$ cat src/rtl/eve_pe_stream.sv
// eve_pe_stream: streaming evolution processing element.
// For each parent gene pair it applies crossover, weight perturbation,
// connection deletion and node insertion, handling one gene per cycle.
// An add-node event is serialised into three child genes.
//
// Ports:
//   clk, rst            clock, asynchronous active-high reset
//   clear_i             resets the hidden-node tracker to NUM_IO-1
//   cfg_we_i/cfg_data_i probability load {add, del, perturb}
//   in_valid_i/in_ready_o/in_last_i/parent1_i/parent2_i/rand_in_i
//                       parent-gene input handshake and per-gene random word
//   out_valid_o/out_ready_i/out_gene_o/out_last_o
//                       child-gene output handshake
//   hidden_node_max_o   running maximum node id
//
// Gene layout (A = ATTR_SZ): src [A-1:0], dst [2A-1:A], flags [3A-1:2A]
// (bit 2A enable, bit 2A+1 is_node), signed weight [GENE_SZ-1:3A].
module eve_pe_stream #(
  parameter int unsigned     GENE_SZ    = 64,
  parameter int unsigned     ATTR_SZ    = 8,
  parameter int unsigned     NUM_IO     = 4,
  parameter longint unsigned NEW_WEIGHT = 64'd1 << 16
) (
  input  logic                 clk,
  input  logic                 rst,
  input  logic                 clear_i,
  input  logic                 cfg_we_i,
  input  logic [3*ATTR_SZ-1:0] cfg_data_i,
  input  logic                 in_valid_i,
  output logic                 in_ready_o,
  input  logic                 in_last_i,
  input  logic [GENE_SZ-1:0]   parent1_i,
  input  logic [GENE_SZ-1:0]   parent2_i,
  input  logic [4*ATTR_SZ-1:0] rand_in_i,
  output logic                 out_valid_o,
  input  logic                 out_ready_i,
  output logic [GENE_SZ-1:0]   out_gene_o,
  output logic                 out_last_o,
  output logic [ATTR_SZ-1:0]   hidden_node_max_o
);

  localparam int unsigned A = ATTR_SZ;
  localparam int unsigned W = GENE_SZ - 3 * ATTR_SZ;

  localparam logic [W-1:0] NewWeightW = W'(NEW_WEIGHT);
  localparam logic [W-1:0] WMax       = {1'b0, {(W-1){1'b1}}};
  localparam logic [W-1:0] WMin       = {1'b1, {(W-1){1'b0}}};
  localparam logic [A-1:0] NumIoA     = A'(NUM_IO);
  localparam logic [A-1:0] HnmReset   = A'(NUM_IO - 1);

  localparam logic [2:0] StEmpty  = 3'd0;
  localparam logic [2:0] StSingle = 3'd1;
  localparam logic [2:0] StSplit0 = 3'd2;
  localparam logic [2:0] StSplit1 = 3'd3;
  localparam logic [2:0] StSplit2 = 3'd4;

  // Configuration
  logic [A-1:0] perturb_q, del_q, add_q;

  always_ff @(posedge clk or posedge rst) begin
    if (rst) begin
      perturb_q <= '0;
      del_q     <= '0;
      add_q     <= '0;
    end else if (cfg_we_i) begin
      perturb_q <= cfg_data_i[A-1:0];
      del_q     <= cfg_data_i[2*A-1:A];
      add_q     <= cfg_data_i[3*A-1:2*A];
    end
  end

  // Accept-time decisions
  logic [A-1:0] p1_src, p1_dst, p1_flags;
  logic         p1_en, p1_is_node;
  logic [W-1:0] w_sel, delta, w_sat, w_new;
  logic [W:0]   sum_wide;
  logic         perturb_hit, protect, del_hit, split_hit, accept;
  logic [A-1:0] hnm_q, hnm_d, merged_a, merged, new_id;
  logic         unused_p2;

  assign p1_src     = parent1_i[A-1:0];
  assign p1_dst     = parent1_i[2*A-1:A];
  assign p1_flags   = parent1_i[3*A-1:2*A];
  assign p1_en      = p1_flags[0];
  assign p1_is_node = p1_flags[1];
  assign unused_p2  = ^parent2_i[3*A-1:0];

  assign w_sel = rand_in_i[3*A] ? parent2_i[GENE_SZ-1:3*A] : parent1_i[GENE_SZ-1:3*A];
  assign delta = {{(W-A+1){rand_in_i[4*A-1]}}, rand_in_i[4*A-1:3*A+1]};

  // One extra bit exposes signed overflow: top two bits differ on wrap.
  assign sum_wide = {w_sel[W-1], w_sel} + {delta[W-1], delta};

  always_comb begin
    w_sat = sum_wide[W-1:0];
    if (sum_wide[W] != sum_wide[W-1]) begin
      w_sat = sum_wide[W] ? WMin : WMax;
    end
  end

  assign perturb_hit = rand_in_i[A-1:0] < perturb_q;
  assign w_new       = perturb_hit ? w_sat : w_sel;

  assign protect = (p1_is_node && (p1_src < NumIoA)) || in_last_i;
  assign del_hit = (rand_in_i[2*A-1:A] < del_q) && !protect;

  assign merged_a = (p1_src > hnm_q) ? p1_src : hnm_q;
  assign merged   = (p1_dst > merged_a) ? p1_dst : merged_a;
  assign new_id   = merged + A'(1);

  // The saturation test uses the merged max so the new id never wraps,
  // even when this gene itself carries the all-ones id.
  assign split_hit = !del_hit && !p1_is_node && p1_en &&
                     (rand_in_i[3*A-1:2*A] < add_q) && (merged != '1);

  // Node tracker
  always_comb begin
    hnm_d = hnm_q;
    if (clear_i) begin
      hnm_d = HnmReset;
    end else if (accept) begin
      hnm_d = split_hit ? new_id : merged;
    end
  end

  always_ff @(posedge clk or posedge rst) begin
    if (rst) begin
      hnm_q <= HnmReset;
    end else begin
      hnm_q <= hnm_d;
    end
  end

  assign hidden_node_max_o = hnm_q;

  // S1 register
  logic               s1_valid_q, s1_valid_d;
  logic [GENE_SZ-1:0] s1_gene_q, s1_gene_d;
  logic               s1_last_q, s1_last_d;
  logic               s1_split_q, s1_split_d;
  logic [A-1:0]       s1_new_id_q, s1_new_id_d;

  logic [2:0]         state_q, state_d;
  logic               final_beat, s1_move;

  assign final_beat = (state_q == StSingle) || (state_q == StSplit2);
  assign s1_move    = (state_q == StEmpty) || (final_beat && out_ready_i);
  assign in_ready_o = !s1_valid_q || s1_move;
  assign accept     = in_valid_i && in_ready_o;

  always_comb begin
    s1_valid_d  = s1_valid_q;
    s1_gene_d   = s1_gene_q;
    s1_last_d   = s1_last_q;
    s1_split_d  = s1_split_q;
    s1_new_id_d = s1_new_id_q;
    if (s1_move) begin
      s1_valid_d = 1'b0;
    end
    // Deleted genes are consumed here and never reach S1.
    if (accept && !del_hit) begin
      s1_valid_d  = 1'b1;
      s1_gene_d   = {w_new, p1_flags, p1_dst, p1_src};
      s1_last_d   = in_last_i;
      s1_split_d  = split_hit;
      s1_new_id_d = new_id;
    end
  end

  always_ff @(posedge clk or posedge rst) begin
    if (rst) begin
      s1_valid_q  <= 1'b0;
      s1_gene_q   <= '0;
      s1_last_q   <= 1'b0;
      s1_split_q  <= 1'b0;
      s1_new_id_q <= '0;
    end else begin
      s1_valid_q  <= s1_valid_d;
      s1_gene_q   <= s1_gene_d;
      s1_last_q   <= s1_last_d;
      s1_split_q  <= s1_split_d;
      s1_new_id_q <= s1_new_id_d;
    end
  end

  // Output stage
  logic [GENE_SZ-1:0] out_gene_q, out_gene_d;
  logic               out_last_q, out_last_d;
  logic [GENE_SZ-1:0] hold_gene_q, hold_gene_d;
  logic [A-1:0]       hold_new_id_q, hold_new_id_d;
  logic               hold_last_q, hold_last_d;

  logic [A-1:0]       hold_src, hold_dst, hold_flags_en;
  logic [W-1:0]       hold_w;
  logic [GENE_SZ-1:0] beat0;

  assign hold_src      = hold_gene_q[A-1:0];
  assign hold_dst      = hold_gene_q[2*A-1:A];
  assign hold_w        = hold_gene_q[GENE_SZ-1:3*A];
  // New connections are enabled, plain connections.
  assign hold_flags_en = {hold_gene_q[3*A-1:2*A+2], 1'b0, 1'b1};

  always_comb begin
    beat0        = s1_gene_q;
    beat0[2*A]   = 1'b0;
  end

  always_comb begin
    state_d       = state_q;
    out_gene_d    = out_gene_q;
    out_last_d    = out_last_q;
    hold_gene_d   = hold_gene_q;
    hold_new_id_d = hold_new_id_q;
    hold_last_d   = hold_last_q;
    case (state_q)
      StSplit0: begin
        if (out_ready_i) begin
          state_d    = StSplit1;
          out_gene_d = {NewWeightW, hold_flags_en, hold_new_id_q, hold_src};
          out_last_d = 1'b0;
        end
      end
      StSplit1: begin
        if (out_ready_i) begin
          state_d    = StSplit2;
          out_gene_d = {hold_w, hold_flags_en, hold_dst, hold_new_id_q};
          out_last_d = hold_last_q;
        end
      end
      default: begin
        // StEmpty, StSingle, StSplit2: s1_move already folds in out_ready.
        if (s1_move) begin
          if (s1_valid_q) begin
            hold_gene_d   = s1_gene_q;
            hold_new_id_d = s1_new_id_q;
            hold_last_d   = s1_last_q;
            if (s1_split_q) begin
              state_d    = StSplit0;
              out_gene_d = beat0;
              out_last_d = 1'b0;
            end else begin
              state_d    = StSingle;
              out_gene_d = s1_gene_q;
              out_last_d = s1_last_q;
            end
          end else begin
            state_d    = StEmpty;
            out_last_d = 1'b0;
          end
        end
      end
    endcase
  end

  always_ff @(posedge clk or posedge rst) begin
    if (rst) begin
      state_q       <= StEmpty;
      out_gene_q    <= '0;
      out_last_q    <= 1'b0;
      hold_gene_q   <= '0;
      hold_new_id_q <= '0;
      hold_last_q   <= 1'b0;
    end else begin
      state_q       <= state_d;
      out_gene_q    <= out_gene_d;
      out_last_q    <= out_last_d;
      hold_gene_q   <= hold_gene_d;
      hold_new_id_q <= hold_new_id_d;
      hold_last_q   <= hold_last_d;
    end
  end

  assign out_valid_o = (state_q != StEmpty);
  assign out_gene_o  = out_gene_q;
  assign out_last_o  = out_last_q && out_valid_o;

endmodule

$ cat config.mk
export PLATFORM = sky130hd
export DESIGN_NAME = eve_pe_stream
export DESIGN_NICKNAME = d
export VERILOG_FILES = /design/src/rtl/eve_pe_stream.sv
export SDC_FILE = /design/constraint.sdc
export NUM_CORES = 1
export LEC_CHECK = 0
export ABC_AREA = 1
export CORE_MARGIN = 5
export CORE_UTILIZATION = 30
export DETAILED_ROUTE_END_ITERATION = 7
export SLEW_MARGIN = 10
export SYNTH_ARGS = -nofsm -noshare
export SYNTH_HDL_FRONTEND = slang
export SYNTH_SLANG_ARGS = --single-unit
$ cat constraint.sdc
create_clock -name clk -period 8.1 [get_ports clk]
set_input_delay 1.62 -clock clk [delete_from_list [all_inputs] [get_ports clk]]
set_output_delay 1.62 -clock clk [all_outputs]
set_load 0.01 [all_outputs]
## Word-level counts from Yosys, hierarchy flattened

Index checks and enable logic that the tools add are counted.

- Bits in registers: 248
- Output and inout bits: 75

- $add $sub $neg: 2
- Magnitude comparators: 6
- Eq/ne operators: 8
- Multiplexer cells: 29
- Bitwise operators: 1
- Reduce and logical (&&, ||, !) cells: 28

Operators with widths:

| cell | number |
|---|---|
| 64-bit 2-to-1 mux | 4 |
| 40-bit 2-to-1 mux | 4 |
| 64-bit case mux with 2 select lines | 1 |
| 40-bit by 7-bit adder with 41-bit output | 1 |
| 8-bit 2-to-1 mux | 5 |
| 8-bit less-than comparator | 3 |
| 17-bit 2-to-1 mux | 1 |
| 8-bit > comparator | 2 |
| 3-bit 2-to-1 mux | 4 |
| 1-bit logical AND | 10 |
| 3-bit nonzero test | 3 |
| 8-bit by 1-bit adder with 8-bit output, second input constant | 1 |
| 8-bit by 3-bit less-than comparator with 1-bit output, second input constant | 1 |
| 8-bit != test, second input constant | 1 |
| 1-bit 2-to-1 mux | 7 |
| 3-bit by 2-bit equality test with 1-bit output, second input constant | 2 |
| 3-bit case mux with 2 select lines | 1 |
| 3-bit AND reduction | 2 |
| 1-bit logical NOT | 4 |
| 1-bit logical OR | 4 |
| 2-bit != test, second input constant | 2 |
| 4-bit AND reduction | 1 |
| 2-bit nonzero test | 2 |
| 3-bit by 1-bit equality test with 1-bit output, second input constant | 1 |
| other kinds (7) | 7 |

## Depth between registers and ports, before layout

Gate-level depths: netlist (run 1).

- Depth after elaboration: 13
- Depth in mapped cells: 33

## Least setup slack after synthesis (run 1)

Ideal clock, no wire load.

- Path type: input to register
- From: input parent1_i[7]
- To: register hnm_q[6] (netlist: hidden_node_max_o[6])
- Arrival time: 4.427 ns
- Required time: 8.034 ns
- Path slack: 3.607 ns
- Stages: 27
- Path buffers: 2
- Cells stage by stage: ha_1 a21o_1 nor2_1 nand2_1 buf_2 nand3_1 nand2_1 ha_1 inv_1 nor2_1 o21ai_1 nand2_1 nand2_1 nand2_1 nand2_1 buf_2 nand3_1 nand2_1 ha_1 nand2_1 nor2_1 nand2_1 nand2_2 inv_2 nand2_1 nand3_1 nand2_1

- Longest elaborated chain between the ends: 13
- Elaborated cells on any way between the ends: 19
- Classes of those cells: 1 x add/sub; 3 x order compare; 1 x eq/ne; 5 x mux; 9 x reduce/logical

Ends and longest elaborated chain:

| item | RTL line | text |
|---|---|---|
| start, declared | 32 | `input logic [GENE_SZ-1:0] parent1_i,` |
| parallel branches: the longest is 10 deep, another holds 8-bit > comparator | -- |  |
| 8-bit 2-to-1 mux * | 122 | `hnm_d = split_hit ? new_id : merged;` |
| 8-bit 2-to-1 mux * | 121 | `end else if (accept) begin` |
| 8-bit 2-to-1 mux * | 119 | `if (clear_i) begin` |
| end signal, assigned | 128 | `hnm_q <= HnmReset;` |
| end signal, assigned | 130 | `hnm_q <= hnm_d;` |
| end, declared | 78 | `logic [A-1:0] hnm_q, hnm_d, merged_a, merged, new_id;` |

Every way passes the cells marked *. The select of a mux whose other input is x is not followed.
A chain may end at the register's enable or synchronous reset.

## Worst setup path after layout (run 1)

- From: input parent1_i[7]
- To: register hnm_q[4] (netlist: hidden_node_max_o[4])

The elaborated chain is that of the path after synthesis.

==> run metrics, run 1 <==
number of synthesis warnings 0; Slew @ Worst Pin 1.061 ns; number of synthesized flops with an enable pin 0; Pre-antenna DRT Iters 6; Core Region 0.04885 mm2; CP most frequent cell nand2_1; io pins approximately 270; Yosys cell types 47; non-filler cells, final 2,948; CTS Buf Count 27; Max IR drop VDD between 0.2 and 0.25 mV; clk root buf clkbuf_16; Required @ worst endpoint 8.54 ns; Rel. slew slack 0.2928; Clk Latency, worst-skew pair approximately 0.56 ns; worst hold margin about 0.47 ns; largest family of logic cells by synthesized area simple AND/OR/NAND/NOR gates; post-synthesis mux area share 0.0006769; total grt overflow 0; Worst-path clk slew roughly 0.06 ns; Clock Sinks 246; first-pass GRT wire length roughly 77,000 um; # diodes 0; H-tree depth 1; final setup TNS 0 ns; Netlist Area Pre-Place 0.01479 mm2; Compound-Gate Fraction of Synth Area 0.1323; layout cell share with drive strength beyond 1 0.04159; final setup fails 0; leakage 9.010 nW; Max Slew Vio Count 0; maxcap violations 0; DPL Wire Length ~36,000 um; Rows 81; # DRC 0; #FFs+latches synth ~250; achievable frequency 0.1698 GHz; Worst Path Arrival 6.33 ns; register area share after synthesis 0.4165; die area 0.05383 mm2; Hold Vio Cnt, Final 0; routability cong. a little over 0.9; CTS max path bufs 3; synthesized area per cell 7.175 um2; Critical Path End Type flop; crit path max fanout 12; delay of the slowest critical-path stage 0.49 ns; Worst path slowest cell clkdlybuf4s50_1; vias in the first global route ~14,000; Register Area 0.006158 mm2; largest net degree at the start of global routing 172; asr flop ratio synth 1.000; total wire length between 40,000 and 50,000 um; Post-Synth Adder-Cell Area 0.06735; routed len/inst 16.60 um; post-route ant nets 0; leading area contributor after synthesis dfrtp_1; Synth Area in XOR/XNOR 0.01895; synth top area cells dfrtp_1 (41%), nand2_1 (22%), ha_1 (6.6%), o21ai_0 (4.2%), nor2_1 (3.6%); filler cell count about 5,100; post-synthesis simple-gate area fraction 0.3046; initial antenna violation count 0; type of the worst min-delay path flop to flop; initial core utilization 0.3027; Post-CTS Setup Inserts 0; Synth Net Count 2,331; Tcrit/Tclk final 0.7271; CTS Hold Buffers Added 0; CTS tree built; cell total after placement 2,898; Initial DRC Count 917; Crit Path Category input port to flop; final core occ 0.3854; Synth-to-Final Area Change 27.31%; RSZ-0062 raised after global routing no; Pwr Density 332.9 mW/mm2; Clock Skew ~0.029 ns; Die H 232.0 um; gr usage total 0.1770; # port buffers 241; # nets final 2,533; PostCTS Resize Cnt 0; Synth top area share 0.4129; via count approximately 14,000; prevailing post-synth register cell dfrtp_1; min Tclk post-route 5.890 ns; Critical path buffers and inverters 3; critical path's top delay family simple AND/OR/NAND/NOR gates; area of the multi-input gates 0.007771 mm2; die width 232.0 um; Via density 4.796; status finished, final reports clean; cell count after synthesis 2,061; Worst setup SP type input port
[cells by family (layout without fill, tap and decap cells)]
family | after synthesis | in the layout
AO/OA/AOI/OAI | 342 | 342
buffers and inverters | 219 | 442
XOR/XNOR | 32 | 32
adder cells (fa/ha/maj) | 79 | 79
flip-flops | 246 | 246
multiplexers | 1 | 1
AND/OR/NAND/NOR | 1142 | 1142
[worst reg2reg max path: cells and delay by family (launching register included)]
kind | cells | cell delay (ns)
buffers and inverters | 3 | 0.52
and+or+nand+nor | 17 | 2.60
adders and majority gates | 3 | 0.80
DFF | 1 | 0.39
AOI/OAI and AO/OA | 2 | 0.35
[metal layers]
layer	wire length, um	global-route usage
met3	2285	0.02225
met1	21980	0.2353
met2	23930	0.3130
met4	749	0.03250
met5	0	0
[area by class of cell]
| type | instances | area share |
|---|---|---|
| Inverter | 134 | 0.02692 |
| Clock buffer | 37 | 0.04214 |
| Clock inverter | 13 | 0.01123 |
| Sequential cell | 246 | 0.3272 |
| Timing Repair Buffer | 258 | 0.1356 |
| Tap cell | 664 | 0.04413 |
| Multi-Input combinational cell | 1596 | 0.4128 |
[per-stage QoR]
stage,cell area (um2),setup WS (ns),power [mW]
after detailed placement,17820,1.692,4.946
after floorplan,14790,3.250,3.807
after global routing,18820,1.665,6.778
after global placement,17820,1.726,4.881
final,18820,2.210,6.267
after CTS,18820,2.279,6.358
[cell usage after synthesis (10+ instances only)]
master,n
nand2_1,875
inv_1,128
a21oi_1,84
nor2_1,140
buf_2,29
ha_1,78
xnor2_1,13
nor3_1,12
nand3_1,83
o21ai_0,125
clkbuf_1,49
xor2_1,19
a221oi_1,13
o21ai_1,12
o21a_1,10
a31oi_1,74
dfrtp_1,244
[registers in the layout, indices dropped and copies added, names as in the netlist, 3 cells and up]
name               cells
add_q                  8
hold_new_id_q          8
del_q                  8
hold_gene_q           62
perturb_q              8
state_q                3
hidden_node_max_o      8
s1_gene_q             64
s1_new_id_q            8
out_gene_o            64
[power breakdown]
part | leakage [nW] | internal (mW) | switching, mW
sequential | 3.03 | 1.77 | 0.350
combinational | 5.48 | 1.06 | 1.72
clock | 0.493 | 0.848 | 0.523
[worst paths after layout]
check | slack [ns] | endpoint | depth (start not counted) | start
setup / recovery | 2.21 | hidden_node_max_o[4]$_DFFE_PP0P_ | 25 | parent1_i[7]
hold / removal | 0.47 | hold_gene_q[35]$_DFFE_PP0P_ | 2 | hold_gene_q[35]$_DFFE_PP0P_
setup reg to reg | 3.34 | hidden_node_max_o[4]$_DFFE_PP0P_ | 25 | hidden_node_max_o[7]$_DFFE_PP0P_
hold reg to reg | 0.47 | hold_gene_q[35]$_DFFE_PP0P_ | 2 | hold_gene_q[35]$_DFFE_PP0P_
max in group asynchronous | 4.82 | hold_gene_q[47]$_DFFE_PP0P_ | 4 | rst
min in group asynchronous | 1.60 | s1_gene_q[8]$_DFFE_PP0P_ | 3 | rst
[cell usage in the layout, fill, tap and decap left out, drive strengths merged, types with 10 or more instances in the layout]
master and count:
o21a 10, a31oi 74, buf 17, o21ai 139, a21oi 86, nand3 86, nor2 144, nand2 882
xor2 19, a221oi 13, dfrtp 244, xnor2 13, nor3 14, clkdlybuf4s50 241, ha 78, inv 134
clkbuf 37
No activity file was read; power rests on OpenSTA's default activity.
==> inputs of run 2 (changes only) <==
==> constraint.sdc (replaced) <==
create_clock -name clk -period 5.4 [get_ports clk]
set_input_delay 1.08 -clock clk [delete_from_list [all_inputs] [get_ports clk]]
set_output_delay 1.08 -clock clk [all_outputs]
set_load 0.01 [all_outputs]
==> run 2 against run 1 <==
Net effect:
- global-route usage about the same
- power up 47%
- largest power group unchanged
- cell count up 0.34%
- critical path type unchanged
- sequential power up 50%
- non-clock buffer count up 10
- clock skew down 0.011 ns
- combinational power up 51%
- largest cell class unchanged
- count of clock-buffer cells in the layout up 2
- first-iteration DRC count up 5.0%
- critical path depth up 1
==> run metrics, run 2 (synthesis gave the netlist of run 1 again) <==
routability cong. 0.9506 (+3.5%); vias in the first global route 14,050 (-1.0%); initial core utilization 0.3027 (unchanged); first-pass GRT wire length 76,720 um (-0.54%); met3 Use GR 0.02164 (-0.0006114); most used routing layer met2; Max Slew Vio Count 0 (unchanged); Post-CTS Setup Inserts 0 (unchanged); Comb power frac 0.455 (+0.012); io pins 266 (unchanged); Reg-to-Reg Start hidden_node_max_o[1]$_DFFE_PP1P_; crit path from parent1_i[7]; CTS Hold Buffers Added 0 (unchanged); switching share of power 0.4186 (+0.005324); Clock Skew 0.01788 ns (-0.01072 ns); Clk network pwr share 0.200 (-0.019); final setup TNS 0 ns (unchanged); total wire length 49,040 um (+0.18%); Worst-path clk slew 0.06 ns (about the same); DPL Wire Length 36,310 um (-0.51%); CTS Buf Count 27 (unchanged); type of the worst min-delay path flop to flop; post-route cell area 0.01880 mm2 (-0.11%); filler cell count 5,127 (+1.2%); Via density 4.807 (+0.23%); Crit Path Category input port to flop; H-tree depth 1 (unchanged); Pre-antenna DRT Iters 5 (-1); gr usage total 0.1769 (about the same); Required @ worst endpoint 5.83 ns (-2.71 ns); Hold Path Depth 2 (unchanged); Critical Path End Type flop; GR Util met1 0.2376 (+0.002223); initial antenna violation count 1 (+1); status finished, final reports clean; reg-to-reg slack, setup 1.45 ns (-1.89 ns); Slew @ Worst Pin 1.100 ns (+0.03898 ns); crit path max fanout 10 (-2); commonest cells after routing, fill and taps aside nand2_1 (874), dfrtp_1 (244), clkdlybuf4s50_1 (241); P_int 5.373 mW (+46%); hold path start hold_gene_q[37]$_DFFE_PP0P_; Pwr Density 491.5 mW/mm2 (+48%); # port buffers 241 (unchanged); min Tclk post-route 4.539 ns; routed len/inst 16.58 um (-0.15%); post-route ant nets 0 (unchanged); Register-to-Register Path Depth 28 (+12%); maxcap violations 0 (unchanged); Register Area 0.006158 mm2 (unchanged); Worst setup SP type input port; commonest non-fill, non-tap cell in the layout nand2_1; # DRC 0 (unchanged); area of the multi-input gates 0.007771 mm2 (unchanged); RSZ-0062 raised after global routing no; leakage 9.009 nW (about the same); Clock Sinks 246 (unchanged); clk root buf clkbuf_16; # nets final 2,543 (+0.39%); via count 14,220 (+0.57%); CTS max path bufs 3 (unchanged); total grt overflow 0 (unchanged); Worst Path Arrival 4.96 ns (-1.37 ns); Rel. slew slack 0.2668 (-0.02599); Synth-to-Final Area Change 27.17%; Initial DRC Count 963 (+5.0%); Min-Delay Endpoint hold_gene_q[37]$_DFFE_PP0P_; Max IR drop VDD 0.3548 mV (+53%); Hold Vio Cnt, Final 0 (unchanged); Clk Latency, worst-skew pair 0.54 ns (-0.02 ns); Core Region 0.04885 mm2 (unchanged); die area 0.05383 mm2 (unchanged); die width 232.0 um (unchanged); PostCTS Resize Cnt 0 (unchanged); reg-to-reg endpoint hidden_node_max_o[5]$_DFFE_PP0P_; switching pwr 3.869 mW (+49%); CTS tree built; final setup fails 0 (unchanged); Rows 81 (unchanged); Tcrit/Tclk final 0.8406; largest net degree at the start of global routing 107 (-38%); Die H 232.0 um (unchanged); GR Util met2 0.3020 (-0.01100); Area after DPL 0.01791 mm2 (+0.49%); sequential share of power 0.344 (+0.006); layout cell share with drive strength beyond 1 0.04361 (+0.002017); achievable frequency 0.2203 GHz
-- run 2: metrics by stage --
| step | setup WS (ns) | util | power [mW] | hold slack (ns) | std cells |
|---|---|---|---|---|---|
| 2_1_floorplan | 1.090 | - | 5.710 | 0.4422 | 2061 |
| 3_3_place_gp | 0.3740 | 0.3666 | 7.387 | 0.4534 | 2908 |
| 3_5_place_dp | 0.3713 | 0.3666 | 7.469 | 0.4584 | 2908 |
| 4_1_cts | 0.9168 | 0.3849 | 9.378 | 0.4735 | 2957 |
| 5_1_grt | 0.4192 | 0.3849 | 10.03 | 0.4873 | 2957 |
| 6_report | 0.8605 | 0.3849 | 9.242 | 0.4678 | 2958 |
-- run 2: area by class of cell --
| type | instances | share of cell area |
|---|---|---|
| Clock buffer | 39 | 0.04152 |
| Multi-Input combinational cell | 1596 | 0.4133 |
| Clock inverter | 10 | 0.006055 |
| Sequential cell | 246 | 0.3275 |
| Antenna cell | 1 | 0.0001331 |
| Inverter | 134 | 0.02695 |
| Timing Repair Buffer | 268 | 0.1404 |
| Tap cell | 664 | 0.04418 |
-- run 2: power groups by stage --
stage,Sequential [mW],Combinational (mW),Clock (mW)
after floorplan,3.17,2.54,0
after global placement,3.19,4.20,0
after detailed placement,3.22,4.25,0
after CTS,3.19,4.27,1.92
after global routing,3.28,4.75,2.00
final,3.18,4.21,1.85
-- run 2: worst max path at each step --
stage	cells past startpoint	slack [ns]	to
after floorplan	1	1.09	add_q[0]$_DFFE_PP0P_
after global placement	27	0.37	hidden_node_max_o[6]$_DFFE_PP0P_
after detailed placement	27	0.37	hidden_node_max_o[6]$_DFFE_PP0P_
after CTS	27	0.92	hidden_node_max_o[6]$_DFFE_PP0P_
after global routing	27	0.42	hidden_node_max_o[4]$_DFFE_PP0P_
final	26	0.86	hidden_node_max_o[5]$_DFFE_PP0P_
-- run 2: critical path, stage by stage --
cell and delay, ns:
clkdlybuf4s50_1 0.52, ha_1 0.36, nand2_1 0.09, nor2_1 0.16, nand2_1 0.07, nand2_1 0.09, nand2_1 0.19, nand2_1 0.17
nand2_1 0.07, ha_1 0.29, a21oi_1 0.22, o21a_1 0.16, nand2_1 0.05, nand2_1 0.12, inv_1 0.08, nand2_1 0.06
nand2_1 0.12, ha_1 0.23, nand2_1 0.11, nor2_1 0.07, nand2_1 0.13, nand2_2 0.16, inv_2 0.13, nand2_1 0.06
nand2_1 0.10, nand2_1 0.07
-- run 2: per-layer routing --
| layer | part of all wire | up-vias |
|---|---|---|
| li1 | - | 7124 |
| met1 | 0.45 | 6655 |
| met2 | 0.47 | 366 |
| met3 | 0.050 | 74 |
| met4 | 0.026 | 0 |
| met5 | 0 | - |
==> inputs of run 3 (changes only) <==
==> constraint.sdc (replaced) <==
create_clock -name clk -period 4.1 [get_ports clk]
set_input_delay 0.82 -clock clk [delete_from_list [all_inputs] [get_ports clk]]
set_output_delay 0.82 -clock clk [all_outputs]
set_load 0.01 [all_outputs]
==> run 3 against run 2 <==
Net effect:
- wire length increased by 4.1%
- clock power increased by 41%
- clock skew about the same
==> run metrics, run 3 (synthesis gave the netlist of run 1 again) <==
clk root buf clkbuf_16; Rows 81 (unchanged); initial antenna violation count 0 (-1); post-route ant nets 0 (unchanged); die width 232.0 um (unchanged); filler cell count 5,044 (-1.6%); Pre-antenna DRT Iters 5 (unchanged); Comb power frac 0.472 (+0.017); vias in the first global route 14,720 (+4.8%); min Tclk post-route 3.821 ns; Clk Latency, worst-skew pair 0.55 ns (about the same); delay of the slowest critical-path stage 0.43 ns (-0.09 ns); # diodes 0 (-1); Synth-to-Final Area Change 37.78%; Worst setup SP type input port; Crit Path Category input port to flop; final setup fails 0 (unchanged); Worst path slowest cell clkdlybuf4s50_1; area of the multi-input gates 0.007818 mm2 (+0.60%); Worst-path clk slew 0.06 ns (about the same); CTS tree built; Via density 4.780 (-0.56%); DPL Wire Length 38,830 um (+6.9%); Critical Path End Type flop; via count 14,980 (+5.3%); switching pwr 5.255 mW (+36%); first-pass GRT wire length 79,760 um (+4.0%); CP most frequent cell nand2_1; layout cell share with drive strength beyond 1 0.1183 (+0.07466); Worst Path Arrival 4.29 ns (-0.67 ns); leakage 9.937 nW (+10%); total grt overflow 0 (unchanged); io pins 266 (unchanged); Register Area 0.006158 mm2 (unchanged); Clock Sinks 246 (unchanged); Required @ worst endpoint 4.57 ns (-1.26 ns); routability cong. 0.9085 (-4.4%); # port buffers 241 (unchanged); sequential share of power 0.325 (-0.019); largest net degree at the start of global routing 109 (+1.9%); # DRC 0 (unchanged); Max Slew Vio Count 0 (unchanged); H-tree depth 1 (unchanged); Max IR drop VDD 0.3044 mV (-14%); CTS max path bufs 3 (unchanged); gr usage total 0.1837 (+0.006802); Tcrit/Tclk final 0.9320; Rel. slew slack 0.2784 (+0.01159); Slew @ Worst Pin 1.079 ns (-0.02077 ns); commonest cells after routing, fill and taps aside nand2_1 (868), dfrtp_1 (244), clkdlybuf4s50_1 (239); total power 12.91 mW (+40%); type of the worst min-delay path flop to flop; Die H 232.0 um (unchanged); achievable frequency 0.2617 GHz; initial core utilization 0.3027 (unchanged); switching share of power 0.4070 (-0.01165); Initial DRC Count 998 (+3.6%); final setup TNS 0 ns (unchanged); commonest non-fill, non-tap cell in the layout nand2_1; Pwr Density 633.8 mW/mm2 (+29%); P_int 7.658 mW (+43%); # nets final 2,719 (+6.9%); status finished, final reports clean; Hold Vio Cnt, Final 0 (unchanged); total wire length 51,050 um (+4.1%); Clock Skew 0.01745 ns (-0.0004218 ns); crit path max fanout 9 (-1); CP cell instances clkdlybuf4s50_1 > ha_1 > nand2_1 > nor2_2 > nand4_1 > nand2_2 > nand2_1 > nand2_1 > ha_1 > a21oi_2 > o21a_1 > nand2_1 > nand2_2 > nand3_1 > nand2_1 > ha_2 > nand2_1 > nor2_2 > nand2_2 > buf_4 > nand3_1 > nand2_1 > nor2_1 > nor2_1; routed len/inst 16.30 um (-1.7%); maxcap violations 0 (unchanged); Clk network pwr share 0.202 (+0.002); CTS Buf Count 27 (unchanged); die area 0.05383 mm2 (unchanged); Core Region 0.04885 mm2 (unchanged)
==> run 3: cell count changes in the layout (fill, tap and decap cells not counted), sizes merged <==
cell and change:
buf +176, bufinv +2, clkbuf -1, clkdlybuf4s50 -2, clkinv -3, clkinvlp +2, diode -1, dlymetal6s2s +2
==> run 3: what timing repair did <==
item / CTS / global route
gates resized for setup: 0 / 18
hold buffers: 0 / 0
setup buffers: 0 / 1
setup endpoints to repair: 0 / 14
==> run 3: power groups by stage <==
stage	logic (mW)	registers (mW)	clock network [mW]
2_1_floorplan	3.35	4.17	0
3_3_place_gp	6.02	4.21	0
3_5_place_dp	6.10	4.24	0
4_1_cts	6.13	4.21	2.69
5_1_grt	6.82	4.33	2.79
6_report	6.10	4.20	2.61
==> run 3: worst max-delay path, delay by kind of cell <==
kind | cells | cell delay [ns]
adder cells (fa/ha/maj) | 3 | 0.73
AND/OR/NAND/NOR | 17 | 1.83
buffers and inverters | 2 | 0.58
AO/OA/AOI/OAI | 2 | 0.33
==> run 3: worst paths after layout <==
path                                                    endpoint  cells after the start  slack [ns]                              from
min in group asynchronous               s1_gene_q[6]$_DFFE_PP0P_                      3        0.83                               rst
worst min register to register       hold_gene_q[22]$_DFFE_PP0P_                      2        0.47       hold_gene_q[22]$_DFFE_PP0P_
max in group asynchronous            hold_gene_q[35]$_DFFE_PP0P_                      3        2.74                               rst
worst max-delay path            hidden_node_max_o[0]$_DFFE_PP1P_                     24        0.28                      parent1_i[6]
worst max register to register  hidden_node_max_o[0]$_DFFE_PP1P_                     28        0.42  hidden_node_max_o[1]$_DFFE_PP1P_
worst min-delay path                 hold_gene_q[22]$_DFFE_PP0P_                      2        0.47       hold_gene_q[22]$_DFFE_PP0P_
==> run 3: through the flow <==
stage / instances / instance area [um2] / worst slack (ns) / hold slack, ns / utilization
final: 3133 / 20370 / 0.2789 / 0.4696 / 0.4171
after CTS: 3131 / 20300 / 0.01601 / 0.4737 / 0.4156
after global placement: 3082 / 19340 / -0.4672 / 0.4536 / 0.3959
after global routing: 3133 / 20370 / -0.01242 / 0.4840 / 0.4171
after detailed placement: 3082 / 19340 / -0.5504 / 0.4583 / 0.3959
after floorplan: 2061 / 14790 / 0.04988 / 0.4422 / -
==> run 3: layer usage <==
| layer | part of all wire | GRT usage |
|---|---|---|
| met1 | 0.45 | 0.2464 |
| met2 | 0.47 | 0.3156 |
| met3 | 0.049 | 0.02079 |
| met4 | 0.026 | 0.05022 |
| met5 | 0 | 0 |
==> run 3: cell type report <==
| class | instances | area share |
|---|---|---|
| Multi-Input combinational cell | 1596 | 0.3837 |
| Clock inverter | 11 | 0.008168 |
| Tap cell | 664 | 0.04078 |
| Sequential cell | 246 | 0.3023 |
| Clock buffer | 38 | 0.03912 |
| Inverter | 134 | 0.02487 |
| Timing Repair Buffer | 444 | 0.2011 |
